--- config.mk ---
export PLATFORM = sky130hd
export DESIGN_NAME = string_composer_flat
export DESIGN_NICKNAME = d
export VERILOG_FILES = /design/src/rtl/string_composer_pkg.sv /design/src/rtl/string_composer_if.sv /design/src/rtl/ascii_classify.sv /design/src/rtl/string_composer.sv /design/src/flat_wrapper.sv
export SDC_FILE = /design/constraint.sdc
export NUM_CORES = 1
export LEC_CHECK = 0
export ABC_AREA = 1
export BUFFER_PORTS_ARGS = -buffer_cell sky130_fd_sc_hd__buf_2
export CAP_MARGIN = 20
export CORE_MARGIN = 2
export CORE_UTILIZATION = 60
export CTS_BUF_LIST = sky130_fd_sc_hd__clkbuf_2
export DETAILED_ROUTE_END_ITERATION = 16
export PLACE_DENSITY = 0.8
export SLEW_MARGIN = 30
export SYNTH_ARGS = -nofsm -noshare
export SYNTH_HDL_FRONTEND = slang
export SYNTH_HIERARCHICAL = 1
export SYNTH_SLANG_ARGS = --single-unit
--- constraint.sdc ---
create_clock -name clk -period 2.2 [get_ports clk]
set_input_delay 0.44 -clock clk [delete_from_list [all_inputs] [get_ports clk]]
set_output_delay 0.44 -clock clk [all_outputs]
set_load 0.02 [all_outputs]
--- src/rtl/string_composer_pkg.sv ---
// Shared text definitions: ASCII control codes, character kinds and composer FSM states.
// Imported by the string composer and the text renderer.
package string_composer_pkg;

  localparam logic [7:0] AsciiBs     = 8'h08;
  localparam logic [7:0] AsciiCr     = 8'h0D;
  localparam logic [7:0] AsciiEsc    = 8'h1B;
  localparam logic [7:0] AsciiSpace  = 8'h20;
  localparam logic [7:0] AsciiUpperA = 8'h41;
  localparam logic [7:0] AsciiUpperZ = 8'h5A;
  localparam logic [7:0] AsciiLowerA = 8'h61;
  localparam logic [7:0] AsciiLowerZ = 8'h7A;
  localparam logic [7:0] CaseOffset  = 8'h20;

  typedef enum logic [1:0] {
    StEdit    = 2'd0,
    StPending = 2'd1,
    StPublish = 2'd2
  } state_e;

  typedef enum logic [2:0] {
    KindIgnore    = 3'd0,
    KindPrint     = 3'd1,
    KindBackspace = 3'd2,
    KindEnter     = 3'd3,
    KindClear     = 3'd4
  } kind_e;

  function automatic logic is_upper(input logic [7:0] c);
    return (c >= AsciiUpperA) && (c <= AsciiUpperZ);
  endfunction

  function automatic logic is_lower(input logic [7:0] c);
    return (c >= AsciiLowerA) && (c <= AsciiLowerZ);
  endfunction

endpackage

--- src/rtl/string_composer_if.sv ---
// Keyboard-decoder character stream: valid/ready handshake carrying one ASCII code per transfer.
interface string_composer_if;
  logic [7:0] char_in;
  logic       char_valid;
  logic       char_ready;

  modport master (
    output char_in,
    output char_valid,
    input  char_ready
  );

  modport slave (
    input  char_in,
    input  char_valid,
    output char_ready
  );
endinterface

--- src/rtl/ascii_classify.sv ---
// Combinational classifier: sorts an ASCII code into a character kind and folds
// lower-case letters to upper case.
module ascii_classify
  import string_composer_pkg::*;
(
  input  logic [7:0] i_char_in,
  output kind_e      o_kind,
  output logic [7:0] o_folded
);

  always_comb begin
    o_kind   = KindIgnore;
    o_folded = i_char_in;
    if (is_upper(i_char_in) || (i_char_in == AsciiSpace)) begin
      o_kind = KindPrint;
    end else if (is_lower(i_char_in)) begin
      o_kind   = KindPrint;
      o_folded = i_char_in - CaseOffset;
    end else begin
      case (i_char_in)
        AsciiBs:  o_kind = KindBackspace;
        AsciiCr:  o_kind = KindEnter;
        AsciiEsc: o_kind = KindClear;
        default:  o_kind = KindIgnore;
      endcase
    end
  end

endmodule

--- src/rtl/string_composer.sv ---
// Line editor for keyboard text: edits a private buffer, then on enter commits it to the
// display-facing string at the next frame boundary (vsync rising edge).
module string_composer
  import string_composer_pkg::*;
#(
  parameter int unsigned STRING_LENGTH = 9
) (
  input  logic                         clk,
  input  logic                         reset_n,
  string_composer_if.slave             char_if,
  input  logic                         i_vsync,
  output logic [STRING_LENGTH*8-1:0]   o_string,
  output logic [5:0]                   o_numchar,
  output logic                         o_ready,
  output logic                         o_full,
  output logic                         o_overflow
);

  localparam logic [5:0] LenCount = 6'(STRING_LENGTH);

  state_e                       r_state, w_state_next;
  logic                         r_vsync;
  logic                         w_vsync_rise;
  logic [5:0]                   r_count, w_count_next;
  logic [7:0]                   r_buf [STRING_LENGTH];
  logic [7:0]                   w_buf_next [STRING_LENGTH];
  logic [STRING_LENGTH*8-1:0]   w_buf_flat;
  logic [STRING_LENGTH*8-1:0]   r_string;
  logic [5:0]                   r_numchar;
  logic                         r_overflow, w_overflow_next;
  logic                         w_accept;
  logic                         w_publish;
  kind_e                        w_kind;
  logic [7:0]                   w_folded;

  ascii_classify u_classify (
    .i_char_in (char_if.char_in),
    .o_kind    (w_kind),
    .o_folded  (w_folded)
  );

  assign char_if.char_ready = (r_state == StEdit);
  assign w_accept           = char_if.char_valid & char_if.char_ready;
  assign w_vsync_rise       = i_vsync & ~r_vsync;

  always_comb begin
    w_state_next    = r_state;
    w_count_next    = r_count;
    w_buf_next      = r_buf;
    w_overflow_next = 1'b0;
    w_publish       = 1'b0;
    unique case (r_state)
      StEdit: begin
        if (w_accept) begin
          case (w_kind)
            KindPrint: begin
              if (r_count < LenCount) begin
                for (int unsigned i = 0; i < STRING_LENGTH; i++) begin
                  if (r_count == 6'(i)) w_buf_next[i] = w_folded;
                end
                w_count_next = r_count + 6'd1;
              end else begin
                w_overflow_next = 1'b1;
              end
            end
            KindBackspace: begin
              // Positions at or beyond the count are kept blank so a commit needs no masking.
              if (r_count != 6'd0) begin
                w_count_next = r_count - 6'd1;
                for (int unsigned i = 0; i < STRING_LENGTH; i++) begin
                  if (w_count_next == 6'(i)) w_buf_next[i] = AsciiSpace;
                end
              end
            end
            KindEnter: w_state_next = StPending;
            KindClear: begin
              w_count_next = 6'd0;
              for (int unsigned i = 0; i < STRING_LENGTH; i++) w_buf_next[i] = AsciiSpace;
            end
            default: ;
          endcase
        end
      end
      StPending: begin
        if (w_vsync_rise) begin
          w_state_next = StPublish;
          w_publish    = 1'b1;
        end
      end
      StPublish: w_state_next = StEdit;
      default:   w_state_next = StEdit;
    endcase
  end

  // Character 0 lands in the most significant byte.
  always_comb begin
    w_buf_flat = '0;
    for (int unsigned i = 0; i < STRING_LENGTH; i++) begin
      w_buf_flat[(STRING_LENGTH-1-i)*8 +: 8] = r_buf[i];
    end
  end

  always_ff @(posedge clk or negedge reset_n) begin
    if (!reset_n) begin
      r_state    <= StEdit;
      r_vsync    <= 1'b0;
      r_count    <= 6'd0;
      r_overflow <= 1'b0;
      for (int unsigned i = 0; i < STRING_LENGTH; i++) r_buf[i] <= AsciiSpace;
    end else begin
      r_state    <= w_state_next;
      r_vsync    <= i_vsync;
      r_count    <= w_count_next;
      r_overflow <= w_overflow_next;
      r_buf      <= w_buf_next;
    end
  end

  // Commit is latched on entry to publish so the update and ready appear together.
  always_ff @(posedge clk or negedge reset_n) begin
    if (!reset_n) begin
      r_string  <= {STRING_LENGTH{AsciiSpace}};
      r_numchar <= 6'd0;
    end else if (w_publish) begin
      r_string  <= w_buf_flat;
      r_numchar <= r_count;
    end
  end

  assign o_string   = r_string;
  assign o_numchar  = r_numchar;
  assign o_ready    = (r_state == StPublish);
  assign o_full     = (r_count == LenCount);
  assign o_overflow = r_overflow;

endmodule

--- src/flat_wrapper.sv ---
// flat-port wrapper written by rule: the top's interface ports become plain ports
module string_composer_flat import string_composer_pkg::*;
#(
  parameter int unsigned STRING_LENGTH = 9
)
  (clk, reset_n, i_vsync, o_string, o_numchar, o_ready, o_full, o_overflow, char_if_char_in, char_if_char_valid, char_if_char_ready);
  string_composer_if char_if_i ();
  input  logic clk;
  input  logic reset_n;
  input  logic i_vsync;
  output logic [STRING_LENGTH*8-1:0] o_string;
  output logic [5:0] o_numchar;
  output logic o_ready;
  output logic o_full;
  output logic o_overflow;
  input wire logic [$bits(char_if_i.char_in)-1:0] char_if_char_in;
  input wire logic [$bits(char_if_i.char_valid)-1:0] char_if_char_valid;
  output wire logic [$bits(char_if_i.char_ready)-1:0] char_if_char_ready;
  assign char_if_i.char_in = char_if_char_in;
  assign char_if_i.char_valid = char_if_char_valid;
  assign char_if_char_ready = char_if_i.char_ready;
  string_composer #(.STRING_LENGTH(STRING_LENGTH)) u_core (.clk(clk), .reset_n(reset_n), .char_if(char_if_i), .i_vsync(i_vsync), .o_string(o_string), .o_numchar(o_numchar), .o_ready(o_ready), .o_full(o_full), .o_overflow(o_overflow));
endmodule
# Word level (Yosys, flattened, before mapping)
# Cells that the tools add are included.
# word_totals
regBits,160
out_inout_bits,82
# classes
magnitude_cmp,5
n_reduce_logical,19
addsub,3
bitwise_logic,3
muxes,39
eq_ne,50
# op_table
cell,n
one-hot mux 72 bit (3 select lines),1
2-to-1 mux 8 bit,20
2-to-1 mux 72 bit,2
AND reduction 7 bit,9
equality test 6 x 3 -> 1 bit (second input constant),8
!= test 2 x 1 -> 1 bit (second input constant),21
equality test 6 x 2 -> 1 bit (second input constant),4
equality test 6 x 4 -> 1 bit (second input constant),3
one-hot mux 6 bit (3 select lines),1
equality test 8 x 4 -> 1 bit (second input constant),2
greater-or-equal comparator 8 x 7 -> 1 bit (second input constant),2
less-or-equal comparator 8 x 7 -> 1 bit (second input constant),2
equality test 6 x 1 -> 1 bit (second input constant),2
zero test 6 bit,2
2-to-1 mux 6 bit,2
one-hot mux 3 bit (3 select lines),1
equality test 8 x 5 -> 1 bit (second input constant),1
equality test 8 x 6 -> 1 bit (second input constant),1
subtractor 8 x 6 -> 8 bit (second input constant),1
adder 6 x 1 -> 6 bit (second input constant),1
equality test 3 x 2 -> 1 bit (second input constant),2
< comparator 6 x 4 -> 1 bit (second input constant),1
2-to-1 mux 1 bit,6
2-to-1 mux 2 bit,3
other kinds (17),21

# Longest topological paths before layout
# Gate-level depths: netlist (run 1).
# depth
word_depth,8
mapped_depth,18

# Modules after synthesis
# Netlist (run 1), hierarchy kept.
# modules_own_cells
module,cells_per_inst,area_per_inst_um2,n_inst
string_composer,806,7045.5,1
ascii_classify,53,277.8,1

# Worst setup path after synthesis (run 1)
# No wires, ideal clock.
# synth_path
path_type,input-to-reg
from,in char_if_char_in[2]
to,reg u_core/r_buf[0] (netlist bit)
arrival_time_ns,2.178
slack_ns,-0.096
path_stages,11
path_buffers,1
path_cell_list,inv_1 -> nand3_1 -> nor4_1 -> inv_1 -> nand3_1 -> clkbuf_1 -> inv_1 -> nand2_1 -> nand2_4 -> nand2_1 -> nand2_1
# synth_via
elab_chain_cells,7
word_cells_on_any_way,28
# synth_rtl
item,line,source
start: declaration,flat_wrapper.sv:16,input wire logic [$bits(char_if_i.char_in)-1:0] char_if_char_in;
greater-or-equal comparator 8 x 7 -> 1 bit (tied with other cells),string_composer_pkg.sv:34,return (c >= AsciiLowerA) && (c <= AsciiLowerZ);
logical AND 1 bit (tied with other cells),string_composer_pkg.sv:34,
2-to-1 mux 3 bit or logical OR 1 bit (tied branches),"ascii_classify.sv:16, ascii_classify.sv:14",
2-to-1 mux 3 bit *,ascii_classify.sv:14,if (is_upper(i_char_in) || (i_char_in == AsciiSpace)) begin
net u_core.w_kind[2],string_composer.sv:33,kind_e w_kind;
equality test 3 x 2 -> 1 bit (tied with other cells),string_composer.sv:55,case (w_kind)
!= test 2 x 1 -> 1 bit (no line) or nonzero test 3 bit (tied branches),-,
AND reduction 7 bit (no line),-,
end signal: assignment,string_composer.sv:115,r_buf <= w_buf_next;
end: declaration,string_composer.sv:25,logic [7:0] r_buf [STRING_LENGTH];
# Mark *: on every way through the listed nets, which the timed path passes. The rest lies on a longest branch. The select of a mux whose other input is x is not followed.
# A chain may end at the register's enable or synchronous reset.

# Worst setup path after layout (run 1)
# layout_path
from,reg u_core.r_count[1]
to,out o_full
# layout_via
elab_chain_cells,1
# layout_rtl
item,line,source
start: declaration,string_composer.sv:24,"logic [5:0] r_count, w_count_next;"
start signal: assignment,string_composer.sv:113,r_count <= w_count_next;
equality test 6 x 4 -> 1 bit,string_composer.sv:133,assign o_full = (r_count == LenCount);
end: declaration,flat_wrapper.sv:14,output logic o_full;
# No other way between the ends.

==> flow_summary.yaml, run 1 <==
cells_and_area:
  syn2layout_area_growth_pct: 19.65
  drive_gt1_share_pct: 25.37
  final_core_util_pct: 73.25
  antennaDiodeCount: 0
  design_area_um2: 8762
  finish.net_count: 1032
timing:
  fin_crit_sh_pct: 100.9
  rsz0062_at_grt: "yes"
  hold_violations: 0
  tightest_slew_ns: 0.5403
  holdWs_ns: 0.2119
  final_max_slew_viol_count: 0
  finalWorstSetupSlack_ns: -0.01976
  setup_violations: 1
  period_needed_ns: 2.220
  finalSetupTns_ns: -0.01976
  max_freq_mhz: 450.5
  slew-limit-headroom_pct: 63.98
  skew_ns: 0.03028
setup_path:
  path_cells: "inv_2, buf_6, ha_4, nand3_4, nor2_4, buf_6"
  worst-r2r-setup-slack_ns: 0.13
  end_kind: "output pin"
  worstReg2RegStart: "u_core/r_count[1]"
  slowest_stage: "dfrtp_1"
  cp.arrival_ns: 1.78
  critical-path-max-stage-delay_ns: 0.44
  reg2reg_to: "u_core/r_buf[28]"
  path_class: "register to output pin"
  critPathMaxFanout: 2
  start_kind: "register"
  crit_required_ns: 1.76
  crit_top_cell: "buf_6"
  reg2reg_depth: 13
pwr:
  power_switching_mw: 2.955
  ir_worst_vdd_mv: 0.4362
  power_frac_seq_pct: 51.4
  leakage_nw: 4.917
  p_sw_share_pct: 37.30
  power.internal_mw: 4.966
  comb_power_share_pct: 29.2
  fin_total_pwr_mw: 7.921
  power_frac_clock_pct: 19.4
  power_density_nw_per_um2: 904.0
synthesis:
  syn-num-nets: 879
  ys_seq_area_share_pct: 54.98
  syn_area_per_cell_um2: 8.525
  ys.warnings.count: 6
  syn-cell-area_um2: 7323
  ys_types: 35
  synth_cells: 859
  synth.ff_latch_count: 160
clocking:
  cts_tree: "built"
  cts.htree.levels: 4
  clock_latency_ns: 0.72
  ctsLongestPathBuffers: 2
  cts_num_sinks: 160
  cts_root_buffer: "clkbuf_2"
  cts.clk_slew.worst_paths_ns: 0.23
  numCtsBuffers: 17
global_route:
  grt_usage_pct: 26.72
  grt_pass1_wl_mm: 27.54
  grt_max_degree: 74
  antenna_found_initial: 0
  grt_pass1_vias: 5716
  gr-total-overflow: 0
routing:
  viasPerCell: 5.238
  drc: 0
  ant_nets: 0
  drt-total-wl_mm: 16.61
  dr.first_iter.drc_count: 592
  drtPass1Iterations: 5
  routedWlPerCell_um: 14.18
  route.vias.total: 6139
job:
  drv_cap: 0
die:
  io_pins: 94
  dieHeight_um: 114.5
  die_x_um: 114.5
  core-area_um2: 11960
  dieArea_um2: 13110
  start_util_pct: 61.22
  core.rowCount: 40
run_status:
  outcome: "finished with violations"
  violations: "setup timing"
place:
  place_area_um2: 8364
  hpwl_mm: 11.56
  port_buffers: 93
  place_congestion: 0.9598
min_path:
  hold_path.class: "primary input to async pin"
[per-stage QoR]
| stage | worst slack [ns] | cells |
|---|---|---|
| after global placement | -0.2685 | 1129 |
| after CTS | -0.07279 | 1167 |
| after detailed placement | -0.3778 | 1129 |
| final | -0.01976 | 1172 |
| after global routing | -0.1311 | 1172 |
| after floorplan | -0.01652 | 859 |
[what timing repair did]
| item | 4_1_cts | 5_1_grt |
|---|---|---|
| gates resized for setup | 13 | 3 |
| pin swaps | 2 | 6 |
| endpoints found under the hold margin | 55 | 0 |
| setup endpoints to repair | 1 | 63 |
| buffers inserted | 3 | 5 |
| hold buffers | 3 | 0 |
[layer usage]
metal	vias up	track usage [%]	share of wire [%]
met4	0	10.00	2.3
met5	-	0	0
met1	2898	37.81	45
met3	26	4.235	5.3
met2	197	42.01	47
li1	3018	-	-
[final cells by class]
class | instances | area, um^2
inverter | 40 | 152.6
multi-input combinational | 632 | 3077
timing repair buffer | 161 | 1087
fill | 919 | 3199
sequential | 160 | 4030
clock inverter | 14 | 141.4
clock buffer | 18 | 90.09
tap | 147 | 183.9
[state kept, by name, indices dropped and copies added, names as in the netlist]
signal             count
u_core/o_string       72
u_core/r_buf          72
u_core/o_numchar       6
u_core/r_count         6
u_core/r_state         2
u_core/o_overflow      1
u_core/r_vsync         1
[layout by cell type (no fill, tap or decap), types with 8 or more instances in the layout]
cell,instances
nand4_1,10
nand2_1,413
nand3_1,89
nor2_8,8
nand2_4,8
dfstp_2,18
clkbuf_2,18
dfrtp_1,139
o21ai_0,18
buf_2,91
buf_4,57
nor2_1,39
inv_1,34
[cells by family (layout without fill, tap and decap cells)]
kind of cell	after synthesis	after routing	synth area share [%]
AND/OR/NAND/NOR	589	589	35.76
AO/OA/AOI/OAI	33	33	3.537
flip-flops	160	160	54.98
XOR/XNOR	2	2	0.2392
adder cells (fa/ha/maj)	8	8	1.367
buffers and inverters	67	233	4.117
[critical path: cells and delay by family, from the launching register on]
kind | cells | cell delay (ns)
flops | 1 | 0.44
simple gates | 2 | 0.20
buf+inv | 3 | 0.30
fa+ha+maj | 1 | 0.13
[synth_stat cells]
cell type	instances	area (um^2)
inv_4	1	6.260
clkinv_1	1	3.750
o21bai_4	6	112.6
nor2_1	41	153.9
a21oi_1	4	20.02
nand2_4	8	90.09
inv_2	3	11.26
dfstp_2	18	473.0
o21ai_0	18	90.09
inv_1	35	131.4
nor2_8	8	160.2
nand4_1	10	62.56
buf_1	3	11.26
nand3_4	1	17.52
ha_1	8	100.1
a21oi_2	1	8.760
buf_2	1	5.000
clkbuf_1	15	56.30
or2_2	1	6.260
nand3_2	1	10.01
nand2_2	4	25.02
o32ai_1	1	8.760
nor3_1	1	5.000
buf_4	6	45.04
nor2_2	3	18.77
buf_12	1	20.02
nand3_1	91	455.4
a31oi_1	3	18.77
buf_6	1	11.26
dfrtp_1	142	3553
nor3_4	1	16.27
xor2_1	2	17.52
nor2_4	3	33.78
nor4_1	1	6.260
nand2_1	415	1558
[worst max-delay path by stage]
| stage | start | end | slack [ns] |
|---|---|---|---|
| final | u_core/r_count[1] | o_full | -0.02 |
| after global placement | char_if_char_in[5] | u_core/r_buf[8] | -0.27 |
| after floorplan | char_if_char_in[5] | u_core/r_buf[10] | -0.02 |
| after CTS | u_core/r_count[1] | o_full | -0.07 |
| after global routing | u_core/r_count[1] | o_full | -0.13 |
| after detailed placement | char_if_char_in[5] | u_core/r_buf[22] | -0.38 |
[power groups by stage]
stage               Clock, mW  Combinational (mW)  Sequential (mW)
global route             1.69                2.58             4.15
detailed placement          0                2.09             4.10
CTS                      1.57                2.20             4.06
finish                   1.54                2.31             4.07
global placement            0                2.04             4.09
floorplan                   0                1.41             4.08
Power figures use the tool's default switching activity.
==> run 2: changes to the inputs <==
Settings changed: CORE_UTILIZATION 60 to 32, PLACE_DENSITY 0.8 to 0.47.
Clock period 2.2 ns to 2.3 ns, I/O delays scaled along.
==> run 2 against run 1 <==
  * Register-to-register slack better by 0.07 ns
  * Power is 6.4% lower
  * Sequential power shrank 4%
  * The run now ends clean
  * Via count decreased by 3.6%
  * Setup slack gained 0.072 ns
  * Hold slack improved by 0.018 ns
  * Clock-buffer cell count is 2 higher
  * Clock skew is 0.0031 ns higher
==> flow_summary.yaml, run 2 (synthesis results as in run 1) <==
place:
  port_buffers: 93
  dp_slack_ns: -0.5006
  place_congestion: 0.9033
  hpwl_mm: 12.55
clocking:
  numCtsBuffers: 17
  clock_latency_ns: 0.72
  cts_num_sinks: 160
  ctsLongestPathBuffers: 2
  cts_tree: "built"
  cts.htree.levels: 4
  cts.clk_slew.worst_paths_ns: 0.22
  cts_root_buffer: "clkbuf_2"
die:
  dieHeight_um: 155.3
  die_x_um: 155.3
  io_pins: 94
  start_util_pct: 32.44
  dieArea_um2: 24110
  core-area_um2: 22570
  core.rowCount: 55
global_route:
  antenna_found_initial: 1
  grt_max_degree: 59
  gr-total-overflow: 0
  grt_usage_pct: 16.06
  grt_pass1_vias: 5855
  grt_pass1_wl_mm: 30.47
setup_path:
  worstReg2RegStart: "u_core/r_count[0]"
  crit_top_cell: "buf_6"
  crit_path_end: "o_full"
  path_class: "register to output pin"
  critical-path-max-stage-delay_ns: 0.44
  end_kind: "output pin"
  startpoint: "u_core/r_count[1]"
  worst-r2r-setup-slack_ns: 0.20
  start_kind: "register"
  path_cells: "inv_2, buf_6, ha_4, nand3_4, nor2_4, buf_6"
  reg2reg_depth: 12
  reg2reg_to: "u_core/r_buf[14]"
  cp.arrival_ns: 1.79
  slowest_stage: "dfrtp_1"
  crit_required_ns: 1.84
  critPathMaxFanout: 2
routing:
  drc: 0
  ant_nets: 0
  routedWlPerCell_um: 14.20
  viasPerCell: 4.550
  dr.first_iter.drc_count: 334
  drt-total-wl_mm: 18.46
  drtPass1Iterations: 5
  route.vias.total: 5915
timing:
  period_needed_ns: 2.248
  finalSetupTns_ns: 0
  setup_violations: 0
  skew_ns: 0.03339
  tightest_slew_ns: 0.9163
  max_freq_mhz: 444.9
  holdWs_ns: 0.2303
  rsz0062_at_grt: "yes"
  hold_violations: 0
  final_max_slew_viol_count: 0
  finalWorstSetupSlack_ns: 0.05222
  fin_crit_sh_pct: 97.73
  slew-limit-headroom_pct: 38.69
pwr:
  power_density_nw_per_um2: 842.5
  leakage_nw: 4.877
  ir_worst_vdd_mv: 0.3246
cells_and_area:
  drive_gt1_share_pct: 24.75
  final_common_cell: "nand2_1"
  final_cell_mix: "nand2_1 (414), dfrtp_1 (139), buf_2 (91)"
  finish.net_count: 1024
  syn2layout_area_growth_pct: 20.13
  final_core_util_pct: 38.97
job:
  drv_cap: 0
run_status:
  outcome: "finished clean"
min_path:
  hold_path.class: "primary input to async pin"
run 2: where the power goes:
group | internal (mW) | switching, mW | leakage [nW] | total, mW
combinational | 0.732 | 1.35 | 2.69 | 2.09
clock | 0.481 | 0.948 | 0.134 | 1.43
sequential | 3.47 | 0.431 | 2.06 | 3.90
run 2: critical path: cells and delay by family, from the launching register on:
| kind | cells | cell delay, ns |
|---|---|---|
| flip-flops | 1 | 0.44 |
| buffers and inverters | 3 | 0.30 |
| AND/OR/NAND/NOR | 2 | 0.20 |
| adder cells (fa/ha/maj) | 1 | 0.14 |
run 2: timing repair:
action,4_1_cts,5_1_grt
resized for setup,12,3
hold buffers,3,0
endpoints found under the hold margin,52,0
pin swaps,1,2
endpoints found under the setup margin,1,68
setup buffers,3,3
run 2: through the flow:
stage | instances | total power [mW] | cell area [um^2]
floorplan | 859 | 5.249 | 7330
global placement | 1261 | 5.917 | 8457
detailed placement | 1261 | 5.929 | 8469
CTS | 1296 | 7.493 | 8767
global route | 1300 | 7.997 | 8797
finish | 1300 | 7.412 | 8797
run 2: area by class of cell:
cell class	instances	area [um^2]
antenna	1	2.502
clock buffer	20	100.1
clock inverter	9	96.34
fill	2422	13770
inverter	40	152.6
multi-input combinational	632	3057
sequential	160	4030
tap	285	356.6
timing repair buffer	153	1002
run 2: worst min-delay path by stage:
| stage | to | from |
|---|---|---|
| after global routing | u_core/o_string[35] | reset_n |
| after floorplan | u_core/o_numchar[0] | reset_n |
| final | u_core/r_vsync | reset_n |
| after CTS | u_core/o_string[36] | reset_n |
| after global placement | u_core/o_string[9] | u_core/r_buf[9] |
| after detailed placement | u_core/o_string[36] | reset_n |
run 2: layer usage:
metal  wire length (um)  vias up  share of wire [%]  GRT usage (%)
li1                   -     3006                  -              -
met1               8715     2758                 47          21.71
met2               8662      130                 47          25.95
met3                776       21                4.2          3.593
met4                309        0                1.7          4.762
met5                  0        -                  0              0
